[config.mk]
export PLATFORM = sky130hd
export DESIGN_NAME = prog_seq_counter
export DESIGN_NICKNAME = d
export VERILOG_FILES = /design/src/rtl/prog_seq_counter.sv
export SDC_FILE = /design/constraint.sdc
export NUM_CORES = 1
export LEC_CHECK = 0
export ABC_AREA = 1
export CAP_MARGIN = 30
export CORE_MARGIN = 3
export CORE_UTILIZATION = 56
export CTS_BUF_LIST = sky130_fd_sc_hd__clkbuf_16
export DETAILED_ROUTE_END_ITERATION = 10
export PLACE_DENSITY = 0.8
export RECOVER_POWER = 50
export SYNTH_ARGS = -nofsm -noshare
export SYNTH_HDL_FRONTEND = slang
export SYNTH_SLANG_ARGS = --single-unit
[constraint.sdc]
create_clock -name clk -period 2.21 [get_ports clk]
set_input_delay 0.3315 -clock clk [delete_from_list [all_inputs] [get_ports clk]]
set_output_delay 0.3315 -clock clk [all_outputs]
set_load 0.05 [all_outputs]
[src/rtl/prog_seq_counter.sv]
// Runtime-programmable arbitrary-sequence counter: steps through a WIDTH-bit code table.
// Define PSC_TABLE_RESET_EN to give the code table an identity reset on clear.
module prog_seq_counter #(
  parameter  int WIDTH = 4,
  parameter  int DEPTH = 8,
  localparam int AW    = $clog2(DEPTH)
) (
  input  logic             clk,
  input  logic             clear,
  input  logic             en,
  input  logic             dir,
  input  logic [AW-1:0]    len,
  input  logic             ld,
  input  logic [AW-1:0]    ld_idx,
  input  logic             wr_en,
  input  logic [AW-1:0]    wr_addr,
  input  logic [WIDTH-1:0] wr_data,
  output logic [WIDTH-1:0] q,
  output logic [AW-1:0]    idx,
  output logic             tc,
  output logic             wrap
);

  localparam logic [AW-1:0] LAST = AW'(DEPTH - 1);

  logic [WIDTH-1:0] table_mem [DEPTH];
  logic [AW-1:0]    lim;
  logic [AW-1:0]    step_idx;
  logic [AW-1:0]    next_idx;
  logic             step_wrap;
  logic             wr_ok;
  logic [WIDTH-1:0] fetch_q;

  // A write coincident with clear is dropped; out-of-range addresses are ignored.
  assign wr_ok = wr_en & ~clear & (int'(wr_addr) < DEPTH);

  // NOTE: every always_comb output gets a default first so no path can infer a latch.
  always_comb begin
    lim       = (len >= LAST) ? LAST : len;
    step_idx  = idx;
    step_wrap = 1'b0;
    if (!dir) begin
      if (idx >= lim) begin
        step_idx  = '0;
        step_wrap = 1'b1;
      end else begin
        step_idx = idx + AW'(1);
      end
    end else begin
      if (idx == '0) begin
        step_idx  = lim;
        step_wrap = 1'b1;
      end else if (idx > lim) begin
        step_idx = lim;
      end else begin
        step_idx = idx - AW'(1);
      end
    end
    next_idx = ld ? ((ld_idx > lim) ? '0 : ld_idx) : step_idx;
  end

  assign tc = en & ~ld & step_wrap;

  // Same-edge write to the entry being fetched must land in q, so bypass the table.
  assign fetch_q = (wr_ok && (wr_addr == next_idx)) ? wr_data : table_mem[next_idx];

  // NOTE: sequential state uses non-blocking assignments so all flops update together.
  always_ff @(posedge clk or posedge clear) begin
    if (clear) begin
      idx  <= '0;
      q    <= '0;
      wrap <= 1'b0;
    end else begin
      wrap <= tc;
      if (ld || en) begin
        idx <= next_idx;
        q   <= fetch_q;
      end
    end
  end

`ifdef PSC_TABLE_RESET_EN
  always_ff @(posedge clk or posedge clear) begin
    if (clear) begin
      for (int i = 0; i < DEPTH; i++) table_mem[i] <= WIDTH'(i);
    end else if (wr_ok) begin
      table_mem[wr_addr] <= wr_data;
    end
  end
`else
  // NOTE: the table is plain storage with no reset; software must fill it before use.
  always_ff @(posedge clk) begin
    if (wr_ok) table_mem[wr_addr] <= wr_data;
  end
`endif

endmodule

# Word level (Yosys, flattened, before mapping)
# Memories as Yosys holds them, arrays and structs flattened. A register that Yosys moved wholly into a read port is not among the register bits.
# Cells that the tools add are included.
# W data, S select, Z words.
[word_totals]
ff_bits = 4
ram_bits = 32
inputBits = 19
elab_cells = 28
memories = 1
[mem_list]
columns = ["memory", "depth", "word_bits", "read_ports", "rd_ports_with_merged_regs", "write_ports", "line", "source"]
rows = [
  ["table_mem", 8, 4, 1, 1, 1, "26", "logic [WIDTH-1:0] table_mem [DEPTH];"],
]
[op_classes]
n_addsub = 2
order_cmp = 4
mux = 12
n_bitwise = 5
reduce_logical = 2
[ops]
columns = ["op", "n"]
rows = [
  ["$mux W3", 7],
  ["$gt A3 B3 Y1", 2],
  ["$mux W1", 5],
  ["$add A3 B1 Y3 const B", 1],
  ["$and A1 B1 Y1", 3],
  ["$ge A3 B3 Y1", 1],
  ["$ge A3 B3 Y1 const B", 1],
  ["$logic_not A3 Y1", 1],
  ["$sub A3 B1 Y3 const B", 1],
  ["$not A1 Y1", 2],
  ["$logic_or A1 B1 Y1", 1],
]

# Depth between registers and ports, before layout
[depth]
depth_word = 7
ltp_mapped = 20
mapped_depth_nobuf = 19

# Least setup slack after synthesis
# OpenSTA, ideal clock, no wires.
[synth_timing]
path_type = "reg-to-reg"
from = "register idx[0]"
to = "register q[2], read port of table_mem"
arrival_ps = 2297
required_time_ps = 2092
setup_slack_ps = -205
path_stages_with_launch = 17
n_path_buf = 0
synth_period_minus_slack_ps = 2415
cell_sequence = "dfrtp_1 > inv_1 > ha_1 > nand2_1 > inv_1 > nand2_4 > nand4_1 > a21oi_2 > nand2_1 > nand3_1 > nand3_2 > nor2_8 > nand2_4 > nand3_1 > nand2_1 > nand2_1 > nand2_1"
[synth_via]
elab_chain_len = 5
[synth_rtl]
columns = ["item", "line", "source"]
rows = [
  ["start: declaration", "19", "output logic [AW-1:0] idx,"],
  ["start signal: assignment", "76", "idx <= next_idx;"],
  ["$sub A3 B1 Y3 / $gt A3 B3 Y1 (equally long branches)", "56, 53", ""],
  ["$mux W3", "53", "end else if (idx > lim) begin"],
  ["$mux W3", "50", "if (idx == '0) begin"],
  ["$mux W3 (*)", "42", "if (!dir) begin"],
  ["$mux W3 (*)", "59", "next_idx = ld ? ((ld_idx > lim) ? '0 : ld_idx) : step_idx;"],
  ["end: declaration", "18", "output logic [WIDTH-1:0] q,"],
]
# Mark *: on every way between the ends. The rest lies on a longest branch, timed or not.
# A chain may end at the register's enable or synchronous reset.

# Final worst setup path
[layout_timing]
from = "input port ld_idx[0]"
to = "register q[2], read port of table_mem"
[layout_via]
elab_chain_len = 3
[layout_rtl]
columns = ["item", "line", "source"]
rows = [
  ["start: declaration", "14", "input logic [AW-1:0] ld_idx,"],
  ["$gt A3 B3 Y1", "59", ""],
  ["$mux W3 (*) (2 in a row)", "59", ""],
]
# Marks and branches as above.

==> metrics.md <==
| Metric | Value |
|---|---|
| Maximum achievable frequency | `0.408 GHz` |
| Synthesized flop and latch total | `40` |
| Height of the die | `70.5 um` |
| Switching part of the total | `38.6%` |
| Reg clk slew, reported paths | `0.06 ns` |
| Transition time at the pin with the least slew margin | `0.506 ns` |
| Vias after detailed routing | `2271` |
| Worst setup margin | `-0.238 ns` |
| Startpoint kind of the worst setup timing path | `primary input` |
| Relative slew margins | `66.2%` |
| Count of cell types in the netlist | `33` |
| Root buffer cell | `sky130_fd_sc_hd__clkbuf_16` |
| Critical path fanouts, max | `5` |
| Antenna violations before repair | `0` |
| Routed wirelength normalized by instance count | `21.7 um` |
| Largest voltage drop on the vdd net | `657 uV` |
| Depth of the CTS H-tree | `2` |
| Number of global-route vias before repair | `1986` |
| Worst EP arrival | `2.60 ns` |
| Depth of the most critical reg-to-reg path | `19` |
| Number of nets with antenna violations after detailed routing | `0` |
| Sequential fraction of the synthesis area | `49.9%` |
| Leakage power of the design | `1.49 nW` |
| Sequential group share of total power | `30.7%` |
| Total design power | `2.95 mW` |
| Hold crit path type | `in2async` |
| Setup repair after global routing missed its margin | `true` |
| Power per standard cell area | `866 nW/um^2` |
| Endpoints failing setup | `4` |
| Clock sink count | `40` |
| Pin count of the biggest net entering global routing | `19` |
| Max-cap violations | `0` |
| Clock buffers created by TritonCTS | `5` |
| Fraction of final layout cells sized beyond drive strength 1 | `42.3%` |
| Routed Wire Length | `7810 um` |
| Fraction of synthesis flops using an asynchronous set or reset pin | `20.0%` |
| Warnings from Yosys | `0` |
| Primary FF master, synth | `sky130_fd_sc_hd__edfxtp_1` |
| Fin nets | `338` |
| Endpoint required time on the critical path | `2.36 ns` |
| Number of I/O pins | `28` |
| IO buf count | `27` |
| Result of the run | `finished with violations` |
| Wire length of the first global-routing pass | `9690 um` |
| First DRT Iteration DRCs | `315` |
| CP Class | `in2reg` |
| Overall fraction of global-route tracks in use | `25.4%` |
| Share of the clock period used by the worst path after layout | `111%` |
| Internal reg-to-reg setup slack | `-0.18 ns` |
| Post-synth design cell area | `2330 um^2` |
| Post-layout minimum cycle time | `2.45 ns` |
| Final-layout worst hold slack | `0.479 ns` |
| Diodes inserted | `0` |
| Row count | `22` |
| Die Span X | `70.5 um` |
| Worst reg2reg path endpoint | `q[2]$_DFFE_PP0P_` |
| Net count after synthesis | `273` |
| Max Transition Viols Final | `0` |
| Sw power | `1.14 mW` |
| TritonCTS clock tree | `built` |
| Design area | `3400 um^2` |
| Vias per cell | `6.31` |
| Per-instance average area after synthesis | `9.43 um^2` |
| Placeable Area | `3830 um^2` |
| Setup TNS | `-0.497 ns` |
| Global route overflow | `0` |
| Number of instances in the synthesized netlist | `247` |
| Detailed Place HPWL | `3690 um` |
| Endpoint type of the worst setup path | `flop` |
| Post-route clock skew | `0.00663 ns` |
| Weighted congestion at the end of routability-driven global placement | `0.934` |
| TritonRoute pass-1 iters | `6` |
| Die ar. | `4970 um^2` |
| Violated checks | `negative setup slack` |
| # DRC | `0` |
| RR Startpoint | `idx[2]$_DFFE_PP0P_` |
| Maximum buffer depth of the clock tree | `2` |
| Number of flops mapped to enable cells by yosys | `32` |
| Initial Utilization | `60.9%` |
| Area post-placement | `2790 um^2` |
| Non-filler cells in the finished layout | `360` |
| P_int | `1.81 mW` |
| Relative contribution of combinational cells to total power | `46.0%` |
| Synthesis-to-layout area growth | `46.2%` |
| Clock Power Share | `23.3%` |
| Skew-Pair Late Insertion Delay | `0.29 ns` |
| Number of hold violations in the final report | `0` |
| Placed Cells | `335` |
| Count of hold-fix buffers inserted at cts | `0` |
cell families (layout without fill, tap and decap cells):
kind of cell | after synthesis | count (layout) | synth area share, %
adder cells (fa/ha/maj) | 7 | 7 | 3.76
buffers and inverters | 42 | 107 | 7.68
AO/OA/AOI/OAI | 11 | 11 | 3.87
flip-flops | 40 | 40 | 49.9
AND/OR/NAND/NOR | 145 | 145 | 34.1
XOR/XNOR | 2 | 2 | 0.752
registers in the layout (all words and copies together) (netlist names):
register   cells
table_mem     32
idx            3
wrap           1
q              4
worst max-delay path: stages:
cell	delay, ns
sky130_fd_sc_hd__dlygate4sd2_1	0.23
sky130_fd_sc_hd__inv_1	0.10
sky130_fd_sc_hd__ha_1	0.25
sky130_fd_sc_hd__a22oi_2	0.17
sky130_fd_sc_hd__o21ai_2	0.10
sky130_fd_sc_hd__o211ai_1	0.16
sky130_fd_sc_hd__nor2_1	0.13
sky130_fd_sc_hd__buf_4	0.17
sky130_fd_sc_hd__a21oi_4	0.23
sky130_fd_sc_hd__nor2_4	0.10
sky130_fd_sc_hd__nor2_8	0.17
sky130_fd_sc_hd__nand2_4	0.09
sky130_fd_sc_hd__nand3_2	0.09
sky130_fd_sc_hd__nand2_1	0.09
sky130_fd_sc_hd__nand2_1	0.09
sky130_fd_sc_hd__nand2_1	0.10
power groups by stage:
stage / combinational, mW / clock [mW] / sequential (mW)
4_1_cts: 1.05 / 0.684 / 0.903
2_1_floorplan: 0.507 / 0 / 1.06
3_5_place_dp: 0.954 / 0 / 0.916
5_1_grt: 1.42 / 0.718 / 0.914
6_report: 1.36 / 0.687 / 0.906
3_3_place_gp: 0.941 / 0 / 0.915
metrics by stage:
step	utilization (%)	worst slack [ns]
finish	89.0	-0.238
global route	89.0	-0.325
CTS	81.0	0.0138
detailed placement	72.8	-0.543
global placement	72.8	-0.511
floorplan	-	0.0000182
layer usage:
| layer | global-route usage (%) | share of wire, % |
|---|---|---|
| met3 | 7.19 | 8.4 |
| met5 | 0 | 0 |
| met2 | 42.6 | 49 |
| met4 | 11.9 | 7.3 |
| met1 | 29.9 | 35 |
layout make-up:
class | instances | area, um^2
Fill cell | 173 | 422
Sequential cell | 40 | 1160
Tap cell | 48 | 60.1
Multi-Input combinational cell | 165 | 1300
Clock inverter | 2 | 12.5
Inverter | 37 | 149
Clock buffer | 5 | 125
Timing Repair Buffer | 63 | 589
synthesized netlist by cell type (2+ instances only):
| library cell | instances | area share [%] |
|---|---|---|
| sky130_fd_sc_hd__xor2_1 | 2 | 0.75 |
| sky130_fd_sc_hd__nand2_4 | 7 | 3.4 |
| sky130_fd_sc_hd__buf_4 | 2 | 0.64 |
| sky130_fd_sc_hd__dfrtp_1 | 8 | 8.6 |
| sky130_fd_sc_hd__inv_1 | 34 | 5.5 |
| sky130_fd_sc_hd__a21oi_2 | 2 | 0.75 |
| sky130_fd_sc_hd__a21oi_4 | 2 | 1.4 |
| sky130_fd_sc_hd__nor2_1 | 12 | 1.9 |
| sky130_fd_sc_hd__edfxtp_1 | 32 | 41 |
| sky130_fd_sc_hd__ha_1 | 7 | 3.8 |
| sky130_fd_sc_hd__nor2_4 | 3 | 1.5 |
| sky130_fd_sc_hd__nand2_1 | 53 | 8.5 |
| sky130_fd_sc_hd__nand3_1 | 46 | 9.9 |
| sky130_fd_sc_hd__nand2_2 | 5 | 1.3 |
| sky130_fd_sc_hd__o21ai_0 | 3 | 0.64 |
| sky130_fd_sc_hd__nand3b_1 | 5 | 1.6 |
| sky130_fd_sc_hd__nand3_2 | 3 | 1.3 |
| sky130_fd_sc_hd__nand4_1 | 6 | 1.6 |
cell usage in the layout, fill, tap and decap left out, types with 4 or more instances in the layout:
cell and n:
sky130_fd_sc_hd__nand2_1 40, sky130_fd_sc_hd__edfxtp_1 32, sky130_fd_sc_hd__inv_1 30, sky130_fd_sc_hd__buf_4 29
sky130_fd_sc_hd__nand3_2 25, sky130_fd_sc_hd__clkdlybuf4s50_1 18, sky130_fd_sc_hd__nand2_2 16, sky130_fd_sc_hd__nand3_1 16
sky130_fd_sc_hd__nor2_1 12, sky130_fd_sc_hd__nand2_4 9, sky130_fd_sc_hd__nand3_4 9, sky130_fd_sc_hd__nand4_1 6
sky130_fd_sc_hd__nand3b_1 5, sky130_fd_sc_hd__clkbuf_16 5, sky130_fd_sc_hd__dfrtp_1 5, sky130_fd_sc_hd__inv_2 4
sky130_fd_sc_hd__buf_6 4
worst max path at each step:
| stage | start | to |
|---|---|---|
| after CTS | idx[0]$_DFFE_PP0P_ | q[3]$_DFFE_PP0P_ |
| after global routing | ld_idx[0] | q[2]$_DFFE_PP0P_ |
| final | ld_idx[0] | q[2]$_DFFE_PP0P_ |
| after floorplan | idx[0]$_DFFE_PP0P_ | q[2]$_DFFE_PP0P_ |
| after detailed placement | len[1] | q[0]$_DFFE_PP0P_ |
| after global placement | len[1] | q[1]$_DFFE_PP0P_ |
repair_timing:
action                                  CTS  global route
pin swaps                                23            41
setup buffers                             5            13
endpoints found under the setup margin    6             4
resized for setup                        32            53
Power figures use the tool's default switching activity.
